==> config.mk <==
export PLATFORM = sky130hd
export DESIGN_NAME = mem_arb
export DESIGN_NICKNAME = d
export VERILOG_FILES = /design/src/rtl/mem_arb_pkg.sv /design/src/rtl/mem_arb_pick.sv /design/src/rtl/mem_arb.sv
export SDC_FILE = /design/constraint.sdc
export NUM_CORES = 1
export LEC_CHECK = 0
export CELL_PAD_IN_SITES_DETAIL_PLACEMENT = 1
export CELL_PAD_IN_SITES_GLOBAL_PLACEMENT = 1
export CORE_MARGIN = 1
export CORE_UTILIZATION = 25
export DETAILED_ROUTE_END_ITERATION = 7
export PLACE_DENSITY_LB_ADDON = 0.1
export SETUP_SLACK_MARGIN = 0.5
export SYNTH_ARGS = -nofsm -noshare
export SYNTH_HDL_FRONTEND = slang
export SYNTH_SLANG_ARGS = --single-unit
==> constraint.sdc <==
create_clock -name clk -period 3.5 [get_ports clk]
set_input_delay 0.525 -clock clk [delete_from_list [all_inputs] [get_ports clk]]
set_output_delay 0.525 -clock clk [all_outputs]
set_load 0.03 [all_outputs]
==> src/rtl/mem_arb_pkg.sv <==
// mem_arb_pkg -- shared definitions for the memory arbiter slice.
//   AW / DW      : word address and data widths used by the arbiter and its ports
//   ST_*         : FSM state encoding (IDLE, BUSY, DONE)
//   GNT_*        : owner codes driven on gnt (none, cpu, sprite, sound)
//   gnt_is_rom() : true for the two read-only ROM ports (sprite and sound)
package mem_arb_pkg;

  localparam int AW = 20;
  localparam int DW = 32;

  localparam logic [1:0] ST_IDLE = 2'd0;
  localparam logic [1:0] ST_BUSY = 2'd1;
  localparam logic [1:0] ST_DONE = 2'd2;

  localparam logic [1:0] GNT_NONE = 2'd0;
  localparam logic [1:0] GNT_CPU  = 2'd1;
  localparam logic [1:0] GNT_SPR  = 2'd2;
  localparam logic [1:0] GNT_SND  = 2'd3;

  function automatic logic gnt_is_rom(input logic [1:0] g);
    return g[1];
  endfunction

endpackage

==> src/rtl/mem_arb_pick.sv <==
// mem_arb_pick -- combinational winner selection for mem_arb.
//   cpureq, sprreq, sndreq : pending requests
//   rr_snd                 : round-robin pointer, 1 = sound wins a spr/snd tie
//   starve                 : cpu has used up its consecutive-grant allowance
//   win                    : winning port as a GNT_* code (GNT_NONE if idle)
module mem_arb_pick
  import mem_arb_pkg::*;
(
  input  logic       cpureq,
  input  logic       sprreq,
  input  logic       sndreq,
  input  logic       rr_snd,
  input  logic       starve,
  output logic [1:0] win
);

  always_comb begin
    win = GNT_NONE;
    // The cpu has priority, but yields once the starve limit is reached
    // and a ROM port is waiting.
    if (cpureq && !(starve && (sprreq || sndreq))) begin
      win = GNT_CPU;
    end else if (sprreq && sndreq) begin
      win = rr_snd ? GNT_SND : GNT_SPR;
    end else if (sprreq) begin
      win = GNT_SPR;
    end else if (sndreq) begin
      win = GNT_SND;
    end
  end

endmodule

==> src/rtl/mem_arb.sv <==
// mem_arb -- three-port arbiter (cpu, sprite C-ROM, sound V-ROM) in front of
// a single DDR controller port.
//   clk, rst                         : clock, async active-high reset
//   cpureq/cpuaddr/cpuwdata/cpuwr    : cpu request (read or write), cpuack pulse
//   sprreq/spraddr, sprack           : sprite ROM read request, completion pulse
//   sndreq/sndaddr, sndack           : sound ROM read request, completion pulse
//   rdata                            : read data, valid in the cycle of an ack
//   memreq/memaddr/memwdata/memwr    : request to the DDR controller
//   memack/memrdata                  : DDR completion pulse and read data
//   gnt                              : current owner (GNT_* code)
//   state_dbg                        : FSM state (ST_* code) for observation
//
// Handshake: memreq is a level request. Once raised it stays high with
// memaddr/memwdata/memwr frozen until the cycle memack is sampled high;
// memreq drops on the following cycle. memack seen at any other time is
// ignored. Each requester gets exactly one ack pulse per grant and may keep
// its req high to ask again; requests are only sampled in IDLE.
module mem_arb
  import mem_arb_pkg::*;
#(
  parameter int STARVE = 4
) (
  input  logic          clk,
  input  logic          rst,
  input  logic          cpureq,
  input  logic [AW-1:0] cpuaddr,
  input  logic [DW-1:0] cpuwdata,
  input  logic          cpuwr,
  output logic          cpuack,
  input  logic          sprreq,
  input  logic [AW-1:0] spraddr,
  output logic          sprack,
  input  logic          sndreq,
  input  logic [AW-1:0] sndaddr,
  output logic          sndack,
  output logic [DW-1:0] rdata,
  output logic          memreq,
  output logic [AW-1:0] memaddr,
  output logic [DW-1:0] memwdata,
  output logic          memwr,
  input  logic          memack,
  input  logic [DW-1:0] memrdata,
  output logic [1:0]    gnt,
  output logic [1:0]    state_dbg
);

  localparam int CW = $clog2(STARVE + 1);

  logic [1:0]    state;
  logic [CW-1:0] starve_cnt;
  logic          rr_snd;
  logic          starve_hit;
  logic          rom_pend;
  logic [1:0]    win;
  logic [AW-1:0] sel_addr;
  logic [DW-1:0] sel_wdata;
  logic          sel_wr;

  assign rom_pend   = sprreq | sndreq;
  assign starve_hit = (starve_cnt == CW'(STARVE));
  assign state_dbg  = state;

  mem_arb_pick u_pick (
    .cpureq (cpureq),
    .sprreq (sprreq),
    .sndreq (sndreq),
    .rr_snd (rr_snd),
    .starve (starve_hit),
    .win    (win)
  );

  // Request fields of the winner; ROM ports are read-only, so their write
  // enable and write data are forced to zero.
  always_comb begin
    sel_addr  = cpuaddr;
    sel_wdata = cpuwdata;
    sel_wr    = cpuwr;
    case (win)
      GNT_SPR: begin
        sel_addr  = spraddr;
        sel_wdata = '0;
        sel_wr    = 1'b0;
      end
      GNT_SND: begin
        sel_addr  = sndaddr;
        sel_wdata = '0;
        sel_wr    = 1'b0;
      end
      default: ;
    endcase
  end

  always_ff @(posedge clk or posedge rst) begin
    if (rst) begin
      state      <= ST_IDLE;
      memreq     <= 1'b0;
      memaddr    <= '0;
      memwdata   <= '0;
      memwr      <= 1'b0;
      cpuack     <= 1'b0;
      sprack     <= 1'b0;
      sndack     <= 1'b0;
      rdata      <= '0;
      gnt        <= GNT_NONE;
      starve_cnt <= '0;
      rr_snd     <= 1'b0;
    end else begin
      cpuack <= 1'b0;
      sprack <= 1'b0;
      sndack <= 1'b0;
      case (state)
        ST_IDLE: begin
          if (win != GNT_NONE) begin
            memreq   <= 1'b1;
            memaddr  <= sel_addr;
            memwdata <= sel_wdata;
            memwr    <= sel_wr;
            gnt      <= win;
            state    <= ST_BUSY;
            if (gnt_is_rom(win)) begin
              starve_cnt <= '0;
              // Next tie goes to the port that did not just win.
              rr_snd     <= (win == GNT_SPR);
            end else if (rom_pend) begin
              if (!starve_hit) starve_cnt <= starve_cnt + 1'b1;
            end else begin
              starve_cnt <= '0;
            end
          end
        end
        ST_BUSY: begin
          if (memack) begin
            memreq <= 1'b0;
            rdata  <= memwr ? '0 : memrdata;
            cpuack <= (gnt == GNT_CPU);
            sprack <= (gnt == GNT_SPR);
            sndack <= (gnt == GNT_SND);
            state  <= ST_DONE;
          end
        end
        ST_DONE: begin
          gnt   <= GNT_NONE;
          state <= ST_IDLE;
        end
        default: state <= ST_IDLE;
      endcase
    end
  end

endmodule

# Yosys cells after proc, flatten, opt, wreduce, memory -nomap -nowiden

Index checks and enable logic that the tools add are counted.

Register bits after elaboration: 97
Input bits: 131
Output and inout port bits: 93
Logic and storage cells: 68

Add/subtract/negate cells: 1
Eq/ne operators: 11
Multiplexer cells: 26
Bitwise operators: 1
Reductions and logical operators: 17

Operators by type and width:

| cell                                                                   | number |
|---|---|
| 32-bit two-way mux                                                     | 2 |
| 20-bit one-hot mux with 2 select lines                                 | 1 |
| 2-bit two-way mux                                                      | 7 |
| 2-bit equality test (second input constant)                            | 5 |
| 1-bit two-way mux                                                      | 10 |
| 3-bit two-way mux                                                      | 3 |
| 3-bit AND reduction                                                    | 3 |
| 2-bit one-hot mux with 2 select lines                                  | 2 |
| 2-bit AND reduction                                                    | 4 |
| 2-bit nonzero test                                                     | 3 |
| 2-bit by 1-bit equality test with 1-bit output (second input constant) | 2 |
| 2-bit != test (second input constant)                                  | 2 |
| 3-bit by 1-bit adder with 3-bit output (second input constant)         | 1 |
| 3-bit equality test (second input constant)                            | 1 |
| 1-bit logical AND                                                      | 3 |
| 3-bit != test (second input constant)                                  | 1 |
| 2-bit zero test                                                        | 1 |
| 1-bit one-hot mux with 2 select lines                                  | 1 |
| 2-bit OR reduction                                                     | 1 |
| 1-bit zero test                                                        | 1 |
| 1-bit logical OR                                                       | 1 |
| 1-bit OR                                                               | 1 |

# Longest topological paths before layout

Gate-level depths: netlist of run 1.

Word-level depth: 8
Gate-level depth with buffers: 8
Depth with buffers taken out: 6

# Modules after synthesis

A second synthesis of run 1 with hierarchy kept.

Cell total of the unflattened synthesis: 382
Area total of the unflattened synthesis: 4249.1 um^2

Modules (own cells, without submodules):

| module       | instances | cells each | area each (um^2) | sequential area each (um^2) |
|---|---|---|---|---|
| mem_arb      | 1         | 376        | 4217.8           | 2427.3 |
| mem_arb_pick | 1         | 6          | 31.3             | 0.0 |

# Worst setup path before layout of run 1

No wires, ideal clock.

Path type: reg2reg
Start: register starve_cnt[0]
End: register memaddr[0]
Setup time: 121 ps
Arrival: 1696 ps
Required time: 3379 ps
Path slack: 1683 ps
Stages on the path, launching flop included: 9
Path buffers: 2
Period minus slack after synthesis: 1817 ps
Path through: dfrtp_1 -> inv_1 -> ha_1 -> a21bo_1 -> buf_6 -> and3b_4 -> buf_6 -> a221o_1 -> o22a_1

Cells in the longest elaborated chain, start to end: 7
Elaborated cells on any way between the ends: 10
Those cells by class: 3 x eq/ne; 2 x mux; 5 x reduce/logical

Ends and longest elaborated chain:

| item                                                                          | line                          | text |
|---|---|---|
| from (decl)                                                                   | mem_arb.sv:50                 | `logic [CW-1:0] starve_cnt;` |
| from (signal assigned)                                                        | mem_arb.sv:125                | `if (!starve_hit) starve_cnt <= starve_cnt + 1'b1;` |
| 3-bit equality test *                                                         | mem_arb.sv:60                 | `assign starve_hit = (starve_cnt == CW'(STARVE));` |
| 1-bit logical AND *                                                           | mem_arb_pick.sv:21            | `if (cpureq && !(starve && (sprreq \|\| sndreq))) begin` |
| 1-bit zero test *                                                             | mem_arb_pick.sv:21            |  |
| 1-bit logical AND *                                                           | mem_arb_pick.sv:21            |  |
| 2-bit two-way mux *                                                           | mem_arb_pick.sv:21            |  |
| 2-bit equality test or 2-bit nonzero test (tied branches)                     | mem_arb.sv:78, mem_arb.sv:113 |  |
| 20-bit one-hot mux with 2 select lines or 2-bit AND reduction (tied branches) | --                            |  |
| to (signal assigned)                                                          | mem_arb.sv:115                | `memaddr <= sel_addr;` |
| to (decl)                                                                     | mem_arb.sv:38                 | `output logic [AW-1:0] memaddr,` |

Every way passes the cells marked *; elsewhere a longest branch is shown, timed or not.
A chain may end at the register's enable or synchronous reset.

# Final worst setup path of run 1

Start: input port sprreq
End: register memaddr[15]

Cells in the longest elaborated chain, start to end: 7
Elaborated cells on any way between the ends: 13
Those cells by class: 2 x eq/ne; 4 x mux; 7 x reduce/logical

Ends and longest elaborated chain:

| item                                                                          | line                          | text |
|---|---|---|
| from (decl)                                                                   | mem_arb.sv:30                 | `input logic sprreq,` |
| 1-bit logical OR                                                              | mem_arb_pick.sv:21            |  |
| 1-bit logical AND                                                             | mem_arb_pick.sv:21            |  |
| 1-bit zero test                                                               | mem_arb_pick.sv:21            |  |
| 1-bit logical AND                                                             | mem_arb_pick.sv:21            |  |
| 2-bit two-way mux *                                                           | mem_arb_pick.sv:21            |  |
| 2-bit equality test or 2-bit nonzero test (tied branches)                     | mem_arb.sv:78, mem_arb.sv:113 |  |
| 20-bit one-hot mux with 2 select lines or 2-bit AND reduction (tied branches) | --                            |  |

Marks and branches as above.

==> impl_metrics.json, run 1 <==
{
  "async_reset_ff_share_pct": 100.0,
  "ys.flop_type": "dfrtp_1",
  "portBuffers": 223,
  "slowest_delay_ps": 860,
  "ctsResizeCount": 0,
  "layout_commonest_cell": "clkdlybuf4s50_1",
  "grt_pass1_vias": 4579,
  "grt_util_all_layers_pct": 17.40,
  "critPathKind": "in2reg",
  "grt_max_degree": 98,
  "endpoint_kind": "register",
  "p_leak_uw": 0.003000,
  "crit_buf_inv": 1,
  "grt_first_pass_wirelength_um": 24740,
  "post_cts_buffers": 0,
  "avgSynthCellArea_um2": 10.05,
  "start_util_pct": 25.93,
  "crit_chain": "clkdlybuf4s50_1 > nor2b_2 > nand2_1 > a31oi_1 > o22a_1",
  "ys_seq_elements": 97,
  "cp.required_ps": 3780,
  "syn_area_um2": 4532,
  "fin_worst_skew_ps": 9.712,
  "max_cap_viol_count": 0,
  "fmax_mhz": 443.3,
  "io_pins": 224,
  "fin_crit_sh_pct": 64.46,
  "wl_um": 15760,
  "drt_iter0_drc": 114,
  "clk_latency_ps": 350,
  "gr-total-overflow": 0,
  "synthCells": 451,
  "drive_gt1_share_pct": 5.008,
  "drc_errors": 0,
  "synth_area_leaders": "dfrtp_1, nand2b_1, a22o_1, nand2_1, a221o_1",
  "cts_max_path_buffers": 2,
  "setup_ws_ps": 1244,
  "htree_num_levels": 3,
  "tns_ps": 0,
  "fp.dieW_um": 136.6,
  "cp_max_fo": 21,
  "drtPass1Iterations": 4,
  "ys_warn_count": 0,
  "synth_edf_count": 0,
  "cts.sinks": 97,
  "crit_family": "simple AND/OR/NAND/NOR gates",
  "postCtsHoldBufs": 0,
  "tritoncts": "yes",
  "drtAntennaViolNets": 0,
  "maxSlewHeadroom_pct": 29.17,
  "row_count": 48,
  "layout_common_cells": "clkdlybuf4s50_1, dfrtp_1, nand2_1",
  "critPathLaunchType": "input pin",
  "cts.clk_slew.worst_paths_ps": 70,
  "grt_antenna_before_repair": 0,
  "hold_violations": 0,
  "synth_fp_nets": 584,
  "utilization_pct": 41.57,
  "place_ws_ps": 865.9,
  "hold_path_class": "reg2reg",
  "period_minus_slack_ps": 2256,
  "routedWlPerCell_um": 17.83,
  "fp.coreArea_um2": 17480,
  "finalNetCount": 787,
  "die_y_um": 136.6,
  "cts-root-buf": "clkbuf_16",
  "antenna_cells": 0,
  "power_uw": 6048,
  "ir_drop_mv": 0.3215,
  "dr_total_vias": 4216,
  "dieArea_um2": 18670,
  "synth_area_leader_cell": "dfrtp_1",
  "status": "completed",
  "worst_pin_slew_ps": 1062,
  "routabilityCongestion": 0.7231,
  "pwr_density_cell_nw_per_um2": 832.4,
  "avgViaCountPerCell": 4.769,
  "synth_cell_type_count": 31,
  "drv_slew": 0,
  "dp_hpwl_um": 10920,
  "syn2layout_area_growth_pct": 60.33,
  "yosysSeqAreaShare_pct": 53.56,
  "synth_top_area_share_pct": 53.56,
  "cts_made_buffers": 9,
  "slowest_stage": "nor2b_2",
  "setup_violations": 0,
  "cp.arrival_ps": 2540,
  "rsz0062_at_grt": "no"
}
-- path summary, 6_finish.rpt --
kind | from | to | slack, ps | cells after the start
max in group asynchronous | rst | memaddr[6] | 2390 | 3
max | sprreq | memaddr[15] | 1240 | 5
max reg2reg | starve_cnt[0] | memwdata[5] | 1430 | 7
min | rdata[15] | rdata[15] | 480 | 2
min in group asynchronous | rst | rdata[8] | 680 | 3
min reg2reg | rdata[15] | rdata[15] | 480 | 2
-- sequential cells by signal, summed over array words and instances, names as in the netlist --
signal / count
rdata: 32
gnt: 2
starve_cnt: 3
rr_snd: 1
sprack: 1
state_dbg: 2
memreq: 1
memwr: 1
cpuack: 1
memwdata: 32
memaddr: 20
sndack: 1
-- kinds of logic (layout without fill, tap and decap cells) --
logic type | Yosys count | in the layout | share of synthesized area [%]
buffers and inverters | 44 | 252 | 4.224
flip-flops | 97 | 97 | 53.56
AO/OA/AOI/OAI | 138 | 138 | 22.97
adder cells (fa/ha/maj) | 2 | 2 | 0.5521
multiplexers | 1 | 1 | 0.2485
AND/OR/NAND/NOR | 169 | 169 | 18.44
-- through the flow --
stage | instances | hold slack (ps) | instance area (um^2)
6_report | 884 | 477.1 | 7266
5_1_grt | 884 | 511.4 | 7266
4_1_cts | 884 | 485.3 | 7266
3_5_place_dp | 868 | 469.8 | 6960
3_3_place_gp | 868 | 461.0 | 6960
2_1_floorplan | 451 | 473.1 | 4536
-- area by class of cell --
type	instances	area [um^2]
Clock buffer	10	239.0
Clock inverter	6	66.31
Fill cell	1944	10210
Inverter	5	22.52
Multi-Input combinational cell	310	1924
Sequential cell	97	2427
Tap cell	225	281.5
Timing Repair Buffer	231	2305
-- cell usage after synthesis, types with 3 or more instances --
master	number
clkbuf_1	33
a221o_1	20
a22o_1	33
dfrtp_1	97
buf_2	3
nor2_1	23
o22a_1	20
a31oi_1	20
o21ai_0	38
nand2b_1	52
buf_6	3
inv_1	5
nand2_1	60
nand3_1	22
-- routing by layer --
metal,track usage (%),vias up,routed length (um)
met5,0,-,0
met4,3.580,0,104
met3,5.667,7,1119
met2,29.86,121,8048
met1,21.17,2075,6487
li1,-,2013,-
-- power breakdown --
part / switching, uW / internal (uW)
Clock: 451 / 577
Sequential: 283 / 1570
Combinational: 1790 / 1380
Total: 2520 / 3530
-- tightest hold or removal path, delay by kind of cell (launching register included) --
family | cells | cell delay (ps)
flip-flops | 1 | 340
AO/OA/AOI/OAI | 1 | 60
AND/OR/NAND/NOR | 1 | 50
No activity file was read; power rests on OpenSTA's default activity.
==> run 2: changes to the inputs <==
clock period = 1.9 ns   (was 3.5 ns; I/O delays follow)
==> run 2 against run 1 <==
  * Register-to-register slack worse by 1200 ps
  * Final area increased by 4.5%
  * Wire length increased by 14%
  * Hold slack lost 73 ps
  * Utilization increased by 1.9 points
  * Die area did not move
  * Sequential cell count did not move
  * Sequential power up 85%
  * Clock power rose by 80%
  * Non-clock buffer count increased by 30
  * Critical path type is now reg2reg
==> impl_metrics.json, run 2 (synthesis results as in run 1) <==
{
  "cts-root-buf": "clkbuf_16",
  "start_util_pct": 25.93,
  "clk_latency_ps": 340,
  "cts_made_buffers": 9,
  "setup_ws_ps": 196.9,
  "grt_pass1_vias": 4940,
  "grt_util_all_layers_pct": 19.65,
  "placed_cells": 890,
  "tritoncts": "yes",
  "hold_violations": 0,
  "p_leak_uw": 0.003328,
  "fin_crit_sh_pct": 89.64,
  "tns_ps": 0,
  "pwr_density_cell_nw_per_um2": 1507,
  "cts.sinks": 97,
  "avgViaCountPerCell": 4.914,
  "grt_max_degree": 73,
  "gr-total-overflow": 0,
  "routabilityCongestion": 0.7551,
  "cp.arrival_ps": 1940,
  "grt_antenna_before_repair": 1,
  "drtAntennaViolNets": 0,
  "hold_ws_ps": 404.1,
  "fillerInstances": 1949,
  "drt_iter0_drc": 141,
  "routedWlPerCell_um": 19.54,
  "endpoint_kind": "register",
  "portBuffers": 223,
  "rrSetupSlack_ps": 200,
  "period_minus_slack_ps": 1703,
  "fp.coreArea_um2": 17480,
  "cp.required_ps": 2130,
  "io_pins": 224,
  "die_y_um": 136.6,
  "status": "completed",
  "setup_violations": 0,
  "cp_max_fo": 7,
  "grt_first_pass_wirelength_um": 27550,
  "layout_common_cells": "clkdlybuf4s50_1, dfrtp_1, nand2_1",
  "fp.dieW_um": 136.6,
  "postCtsHoldBufs": 0,
  "maxSlewHeadroom_pct": 71.67,
  "cts.clk_slew.worst_paths_ps": 70,
  "fin_worst_skew_ps": 6.342,
  "cts_max_path_buffers": 2,
  "syn2layout_area_growth_pct": 67.50,
  "finalNonFillerCells": 921,
  "placed_cell_area_um2": 7241,
  "rsz0062_at_grt": "yes",
  "htree_num_levels": 3,
  "dp_hpwl_um": 12040,
  "dr_total_vias": 4526,
  "drc_errors": 0,
  "final_area_um2": 7591,
  "row_count": 48,
  "drive_gt1_share_pct": 20.86,
  "ff2ff_path_depth": 6,
  "wl_um": 17990,
  "layout_commonest_cell": "clkdlybuf4s50_1",
  "critPathLaunchType": "register",
  "fmax_mhz": 587.2,
  "reg_top3": "memwdata x32, rdata x32, memaddr x20",
  "place_ws_ps": -131.8,
  "drv_slew": 0,
  "critPathKind": "reg2reg",
  "dieArea_um2": 18670,
  "finalNetCount": 823,
  "ir_drop_mv": 0.6311,
  "hold_path_class": "in2async",
  "max_cap_viol_count": 0,
  "drtPass1Iterations": 4,
  "worst_pin_slew_ps": 424.9
}
==> run 2: metal layers <==
layer | vias up | track usage, % | part of all wire, %
met5 | - | 0 | 0
met2 | 163 | 33.42 | 49
li1 | 2108 | - | -
met1 | 2237 | 23.92 | 42
met4 | 0 | 6.728 | 1.4
met3 | 18 | 5.185 | 7.7
==> run 2: layout make-up <==
type	count	area, um^2	area share [%]
clock inverters	5	53.80	0.7088
flip-flops and latches	97	2431	32.03
multi-input cells	316	2078	27.38
diodes	1	2.502	0.03297
inverters	5	22.52	0.2967
repair buffers	261	2479	32.65
well taps	225	281.5	3.709
clock buffers	11	242.7	3.198
==> run 2: where the power goes <==
part / switching (uW) / leakage, uW / internal (uW) / total [uW]
clock network: 798 / 0.000150 / 1060 / 1850
logic: 3590 / 0.00198 / 2540 / 6140
registers: 540 / 0.00120 / 2910 / 3450
==> run 2: metrics by stage <==
| step | util (%) | total power, uW |
|---|---|---|
| floorplan | - | 7028 |
| global placement | 41.43 | 9649 |
| detailed placement | 41.43 | 9798 |
| finish | 43.44 | 11440 |
| CTS | 44.06 | 11610 |
| global route | 43.42 | 12130 |
==> run 2: worst max-delay path, stage by stage, from the launching register on <==
cell and delay [ps]:
dfrtp_1 370, inv_2 60, ha_4 160, a21bo_4 230, and3b_2 280, a221o_1 340
o22a_1 160
==> run 2: repair_timing <==
action / in CTS / in global routing
setup buffers: 3 / 3
endpoints found under the setup margin: 188 / 127
gates resized for setup: 213 / 72
pin swaps: 9 / 2
gates cloned: 7 / 1
==> run 2: worst paths after layout <==
| check | startpoint | end |
|---|---|---|
| max in group asynchronous | rst | gnt[1] |
| min in group clk | sndreq | rr_snd |
| worst max register to register | starve_cnt[1] | memaddr[12] |
| worst min register to register | rdata[25] | rdata[25] |
| worst min-delay path | rst | memwdata[1] |
| worst max-delay path | starve_cnt[1] | memaddr[12] |
